File: src/rtl/adc_lane_aligner.sv
// adc_lane_aligner
// Frame-aligns NUM_CH x LANES ISERDES word streams in the CLKDIV domain and
// interleaves each channel's lane words into one SAMPLE_W-bit sample.
// The alignment FSM settles, checks the frame-clock word, bitslips until
// the frame pattern is seen LOCK_CNT times in a row, and drops lock after
// MISS_MAX consecutive misses.
// Optional feature: define ADC_RAMP_CHECK_EN to add ramp_err_cnt_o, a
// saturating count of channel-0 ramp discontinuities on valid samples.
module adc_lane_aligner #(
  parameter int                NUM_CH    = 4,
  parameter int                LANES     = 2,
  parameter int                SER_W     = 8,
  parameter logic [SER_W-1:0]  FRAME_PAT = 8'hF0,
  parameter int                SETTLE    = 4,
  parameter int                LOCK_CNT  = 16,
  parameter int                MISS_MAX  = 4
) (
  input  logic                                CLKDIV,
  input  logic                                RST,
  input  logic                                CE,
  input  logic [SER_W-1:0]                    frm_i,
  input  logic [NUM_CH*LANES*SER_W-1:0]       lane_i,
  output logic                                bitslip_o,
  output logic                                aligned_o,
  output logic [NUM_CH*LANES*SER_W-1:0]       sample_o,
  output logic                                valid_o,
  output logic                                align_err_o,
  output logic [7:0]                          lock_loss_cnt_o
`ifdef ADC_RAMP_CHECK_EN
  ,
  output logic [15:0]                         ramp_err_cnt_o
`endif
);

  localparam int SAMPLE_W = LANES * SER_W;
  localparam int SETTLE_W = 4;
  localparam int MATCH_W  = $clog2(LOCK_CNT + 1);
  localparam int MISS_W   = $clog2(MISS_MAX + 1);
  localparam int SLIP_W   = $clog2(SER_W + 1);

  typedef enum logic [1:0] {
    ST_SETTLE,
    ST_CHECK,
    ST_SLIP,
    ST_LOCKED
  } state_t;

  state_t               r_state,       w_state_nxt;
  logic [SETTLE_W-1:0]  r_settle_cnt,  w_settle_nxt;
  logic [MATCH_W-1:0]   r_match_cnt,   w_match_nxt;
  logic [MISS_W-1:0]    r_miss_cnt,    w_miss_nxt;
  logic [SLIP_W-1:0]    r_slip_cnt,    w_slip_nxt;
  logic [7:0]           r_lock_loss,   w_lock_loss_nxt;
  logic                 w_bitslip;
  logic                 w_align_err;
  logic                 w_aligned;
  logic                 w_frm_match;
  logic [NUM_CH*SAMPLE_W-1:0] w_sample;
  logic [NUM_CH*SAMPLE_W-1:0] r_sample;
  logic                 r_valid;

  assign w_frm_match = (frm_i == FRAME_PAT);
  assign w_aligned   = (r_state == ST_LOCKED);

  // State and counter registers; RST wins over CE, CE low holds everything.
  // NOTE: sequential state uses non-blocking assignments so every register
  // samples the pre-edge values regardless of statement order.
  always_ff @(posedge CLKDIV) begin
    if (RST) begin
      r_state      <= ST_SETTLE;
      r_settle_cnt <= '0;
      r_match_cnt  <= '0;
      r_miss_cnt   <= '0;
      r_slip_cnt   <= '0;
      r_lock_loss  <= '0;
    end else begin
      r_state      <= w_state_nxt;
      r_settle_cnt <= w_settle_nxt;
      r_match_cnt  <= w_match_nxt;
      r_miss_cnt   <= w_miss_nxt;
      r_slip_cnt   <= w_slip_nxt;
      r_lock_loss  <= w_lock_loss_nxt;
    end
  end

  // Next-state, counter updates and the one-cycle bitslip/error pulses.
  // NOTE: every signal gets a default at the top so no path infers a latch.
  always_comb begin
    w_state_nxt     = r_state;
    w_settle_nxt    = r_settle_cnt;
    w_match_nxt     = r_match_cnt;
    w_miss_nxt      = r_miss_cnt;
    w_slip_nxt      = r_slip_cnt;
    w_lock_loss_nxt = r_lock_loss;
    w_bitslip       = 1'b0;
    w_align_err     = 1'b0;
    if (CE && !RST) begin
      case (r_state)
        ST_SETTLE: begin
          if (r_settle_cnt == SETTLE_W'(SETTLE - 1)) begin
            w_settle_nxt = '0;
            w_state_nxt  = ST_CHECK;
          end else begin
            w_settle_nxt = r_settle_cnt + 1'b1;
          end
        end
        ST_CHECK: begin
          if (w_frm_match) begin
            if (r_match_cnt == MATCH_W'(LOCK_CNT - 1)) begin
              w_match_nxt = '0;
              w_miss_nxt  = '0;
              w_slip_nxt  = '0;
              w_state_nxt = ST_LOCKED;
            end else begin
              w_match_nxt = r_match_cnt + 1'b1;
            end
          end else begin
            w_match_nxt = '0;
            w_state_nxt = ST_SLIP;
          end
        end
        ST_SLIP: begin
          // Slip exactly once, then re-settle; SLIP is never entered twice
          // in a row so bitslip cannot pulse on consecutive cycles.
          w_bitslip    = 1'b1;
          w_settle_nxt = '0;
          w_state_nxt  = ST_SETTLE;
          if (r_slip_cnt == SLIP_W'(SER_W - 1)) begin
            w_slip_nxt  = '0;
            w_align_err = 1'b1;
          end else begin
            w_slip_nxt  = r_slip_cnt + 1'b1;
          end
        end
        ST_LOCKED: begin
          if (w_frm_match) begin
            w_miss_nxt = '0;
          end else if (r_miss_cnt == MISS_W'(MISS_MAX - 1)) begin
            // Lock loss re-checks without slipping: the phase was good.
            w_miss_nxt  = '0;
            w_match_nxt = '0;
            w_state_nxt = ST_CHECK;
            if (r_lock_loss != 8'hFF) begin
              w_lock_loss_nxt = r_lock_loss + 8'd1;
            end
          end else begin
            w_miss_nxt = r_miss_cnt + 1'b1;
          end
        end
        default: w_state_nxt = ST_SETTLE;
      endcase
    end
  end

  // Interleave: bit k of lane l lands at SAMPLE_W-1-(k*LANES + LANES-1-l).
  for (genvar c = 0; c < NUM_CH; c++) begin : g_ch
    for (genvar l = 0; l < LANES; l++) begin : g_lane
      for (genvar k = 0; k < SER_W; k++) begin : g_bit
        assign w_sample[c*SAMPLE_W + SAMPLE_W-1-(k*LANES + (LANES-1-l))] =
          lane_i[(c*LANES + l)*SER_W + k];
      end
    end
  end

  // Sample register follows lane_i on every enabled cycle; valid tracks lock.
  always_ff @(posedge CLKDIV) begin
    if (RST) begin
      r_sample <= '0;
      r_valid  <= 1'b0;
    end else begin
      if (CE) begin
        r_sample <= w_sample;
      end
      r_valid <= w_aligned & CE;
    end
  end

`ifdef ADC_RAMP_CHECK_EN
  logic [SAMPLE_W-1:0] r_ramp_prev;
  logic                r_ramp_ref;
  logic [15:0]         r_ramp_err_cnt;

  // Channel-0 ramp monitor; the first valid sample of each lock is a reference.
  always_ff @(posedge CLKDIV) begin
    if (RST) begin
      r_ramp_prev    <= '0;
      r_ramp_ref     <= 1'b0;
      r_ramp_err_cnt <= '0;
    end else if (r_valid) begin
      if (r_ramp_ref && (r_sample[SAMPLE_W-1:0] != r_ramp_prev + 1'b1) &&
          (r_ramp_err_cnt != 16'hFFFF)) begin
        r_ramp_err_cnt <= r_ramp_err_cnt + 16'd1;
      end
      r_ramp_prev <= r_sample[SAMPLE_W-1:0];
      r_ramp_ref  <= 1'b1;
    end else if (!w_aligned) begin
      r_ramp_ref <= 1'b0;
    end
  end

  assign ramp_err_cnt_o = r_ramp_err_cnt;
`endif

  assign bitslip_o       = w_bitslip;
  assign align_err_o     = w_align_err;
  assign aligned_o       = w_aligned;
  assign sample_o        = r_sample;
  assign valid_o         = r_valid;
  assign lock_loss_cnt_o = r_lock_loss;

endmodule

File: config.mk
export PLATFORM = sky130hd
export DESIGN_NAME = adc_lane_aligner
export DESIGN_NICKNAME = d
export VERILOG_FILES = /design/src/rtl/adc_lane_aligner.sv
export SDC_FILE = /design/constraint.sdc
export NUM_CORES = 1
export LEC_CHECK = 0
export ABC_AREA = 1
export CORE_AREA = 3 3 87 105
export DETAILED_ROUTE_END_ITERATION = 8
export DIE_AREA = 0 0 90 108
export PLACE_DENSITY = 0.87
export SLEW_MARGIN = 10
export SYNTH_ARGS = -nofsm -noshare
export SYNTH_HDL_FRONTEND = slang
export SYNTH_SLANG_ARGS = --single-unit
export TNS_END_PERCENT = 5
File: constraint.sdc
create_clock -name CLKDIV -period 2.6 [get_ports CLKDIV]
set_input_delay 0.52 -clock CLKDIV [delete_from_list [all_inputs] [get_ports CLKDIV]]
set_output_delay 0.52 -clock CLKDIV [all_outputs]
set_load 0.01 [all_outputs]
==> results.json <==
{
  "status": "complete, no violations",
  "slew_violations": 0,
  "ys_seq_area_share_pct": 48.6,
  "leakage_nw": 2.20,
  "drcViolationCount": 0,
  "setup_viol": 0,
  "synth_top_area_share_pct": 48.6,
  "ant_nets": 0,
  "drive_gt1_share_pct": 7.10,
  "regArea_mm2": 0.00182,
  "grt_pass1_wl_mm": 17.0,
  "area_growth_pct": 46.7,
  "clock_path_buffers": 2,
  "cts_sinks": 91,
  "vdd_drop_max_mv": 0.455,
  "wl_mm": 10.5,
  "cts_buffers": 9,
  "fin_skew_ns": 0.00739,
  "power_mw": 2.77,
  "fp.dieArea_mm2": 0.00972,
  "multi_input_area_mm2": 0.00173,
  "syn_inst": 503,
  "fmax_mhz": 409,
  "layout_common_cells": "nor2_1, clkdlybuf4s50_1, dfxtp_1",
  "final_common_cell": "nor2_1",
  "worst_slew_pin_slew_ns": 0.663,
  "core_mm2": 0.00820,
  "antenna_found_initial": 0,
  "netlist_area_mm2": 0.00374,
  "die_w_um": 90,
  "slew_headroom_pct": 55.8,
  "clk_latency_ns": 0.35,
  "vias_per_cell": 4.88,
  "critPathMaxFanout": 3,
  "drtPass1Iterations": 4,
  "gp_congestion": 0.870,
  "ys_ff_latch": 91,
  "grt_max_degree": 66,
  "cts-hold-fix-buffers": 0,
  "final.setup.tns_ns": 0,
  "final_nets": 727,
  "portBuffers": 150,
  "start_kind": "primary input",
  "clk_pin_slew_ns": 0.08,
  "rows": 36,
  "crit_type": "in2out",
  "hold_viol": 0,
  "wire_per_inst_um": 13.8,
  "ys_top_cells_by_area": "dfxtp_1, nor2_1, o21ai_0",
  "grt_pass1_vias": 3681,
  "cts_setup_buffers": 0,
  "rsz0062_at_grt": "false",
  "htreeDepth": 3,
  "avgSynthCellArea_um2": 7.45,
  "dp_hpwl_mm": 7.54,
  "die_h_um": 108,
  "power_density_mw_per_mm2": 503,
  "period_needed_ns": 2.44,
  "fillCellCount": 692,
  "drtIter0Drc": 184,
  "cts_resized": 0,
  "overflow": 0,
  "finalCritPeriodShare_pct": 94.0,
  "synth_fp_nets": 583,
  "ys_warn_count": 0,
  "worstPathArrival_ns": 1.92,
  "hold_path_class": "reg2reg",
  "maxCapViolations": 0,
  "cts_tree": "yes",
  "yosysTopAreaCell": "dfxtp_1",
  "start_util_pct": 45.7,
  "crit_path_end_kind": "primary output",
  "cp.required_ns": 2.08,
  "vias": 3715,
  "grt_util_all_layers_pct": 21.5,
  "pin_count": 151,
  "root_buffer": "clkbuf_8",
  "synth.distinct_cells": 29,
  "diodes": 0
}
Yosys cell counts:
cell type and instances:
a21oi_1 16, clkbuf_1 18, nand3_2 1, nand2_1 55
nor3_1 7, xor2_1 7, nor3b_1 1, nand2_4 2
nand2_2 2, nor2_4 4, nor2_1 159, buf_1 2
o21ai_4 1, ha_1 5, inv_2 3, nor2_2 4
inv_1 20, inv_4 1, xnor2_1 3, clkinv_1 1
o21ai_1 1, dfxtp_1 91, buf_2 3, o21a_1 2
nand3_4 1, o21ai_0 70, a21oi_2 7, nand3_1 15
clkinv_2 1
path summary, 6_finish.rpt:
check / start / endpoint / slack (ns) / cells after the start
setup reg to reg: lock_loss_cnt_o[0]$_SDFFE_PP0P_ / lock_loss_cnt_o[1]$_SDFFE_PP0P_ / 1.01 / 8
hold reg to reg: r_match_cnt[4]$_SDFFE_PP0P_ / r_match_cnt[4]$_SDFFE_PP0P_ / 0.45 / 2
hold / removal: r_match_cnt[4]$_SDFFE_PP0P_ / r_match_cnt[4]$_SDFFE_PP0P_ / 0.45 / 2
setup / recovery: RST / align_err_o / 0.16 / 5
cell families (layout without fill, tap and decap cells):
group                      after synthesis  after routing  share of synthesized area [%]
adders and majority gates                5              5                           1.67
DFF                                     91             91                           48.6
xor gates and xnor gates                10             10                           2.34
and+or+nand+nor                        251            251                           28.1
buffers and inverters                   49            194                           5.11
AOI/OAI and AO/OA                       97             97                           14.1
report_power, final:
part / switching, mW / leakage, nW / internal, mW
registers: 0.0357 / 0.751 / 1.46
clock network: 0.438 / 0.0803 / 0.380
logic: 0.193 / 1.37 / 0.255
stage by stage:
stage | cell area [um2] | setup slack (ns) | hold WS, ns | utilization (%) | std cells
3_3_place_gp | 5340 | 0.179 | 0.435 | 65.1 | 750
5_1_grt | 5500 | 0.0339 | 0.479 | 67.0 | 762
2_1_floorplan | 3740 | 1.01 | 0.420 | - | 503
4_1_cts | 5490 | 0.136 | 0.456 | 67.0 | 762
6_report | 5500 | 0.156 | 0.455 | 67.0 | 762
3_5_place_dp | 5340 | 0.168 | 0.441 | 65.1 | 750
routing by layer:
layer / GRT usage (%) / wire (um)
met2: 37.7 / 5400
met4: 10.4 / 223
met1: 23.1 / 4030
met3: 7.45 / 848
met5: 0 / 0
final cells by class:
cell class                 count  area share, %
timing repair buffer         156           28.1
clock buffer                  12           2.82
sequential                    91           33.2
tap                          114           2.60
inverter                      26           1.84
multi-input combinational    363           31.5
flip-flops by register name, indices dropped and copies added, names as in the netlist:
register,cells
r_match_cnt,5
r_settle_cnt,4
r_state,2
lock_loss_cnt_o,8
sample_o,64
r_miss_cnt,3
r_slip_cnt,4
valid_o,1
worst max-delay path, stage by stage:
cell	delay, ns
clkdlybuf4s50_1	0.44
nor2_2	0.16
inv_2	0.06
nor3_1	0.19
clkdlybuf4s50_1	0.56
(Power assumes the default switching activity.)
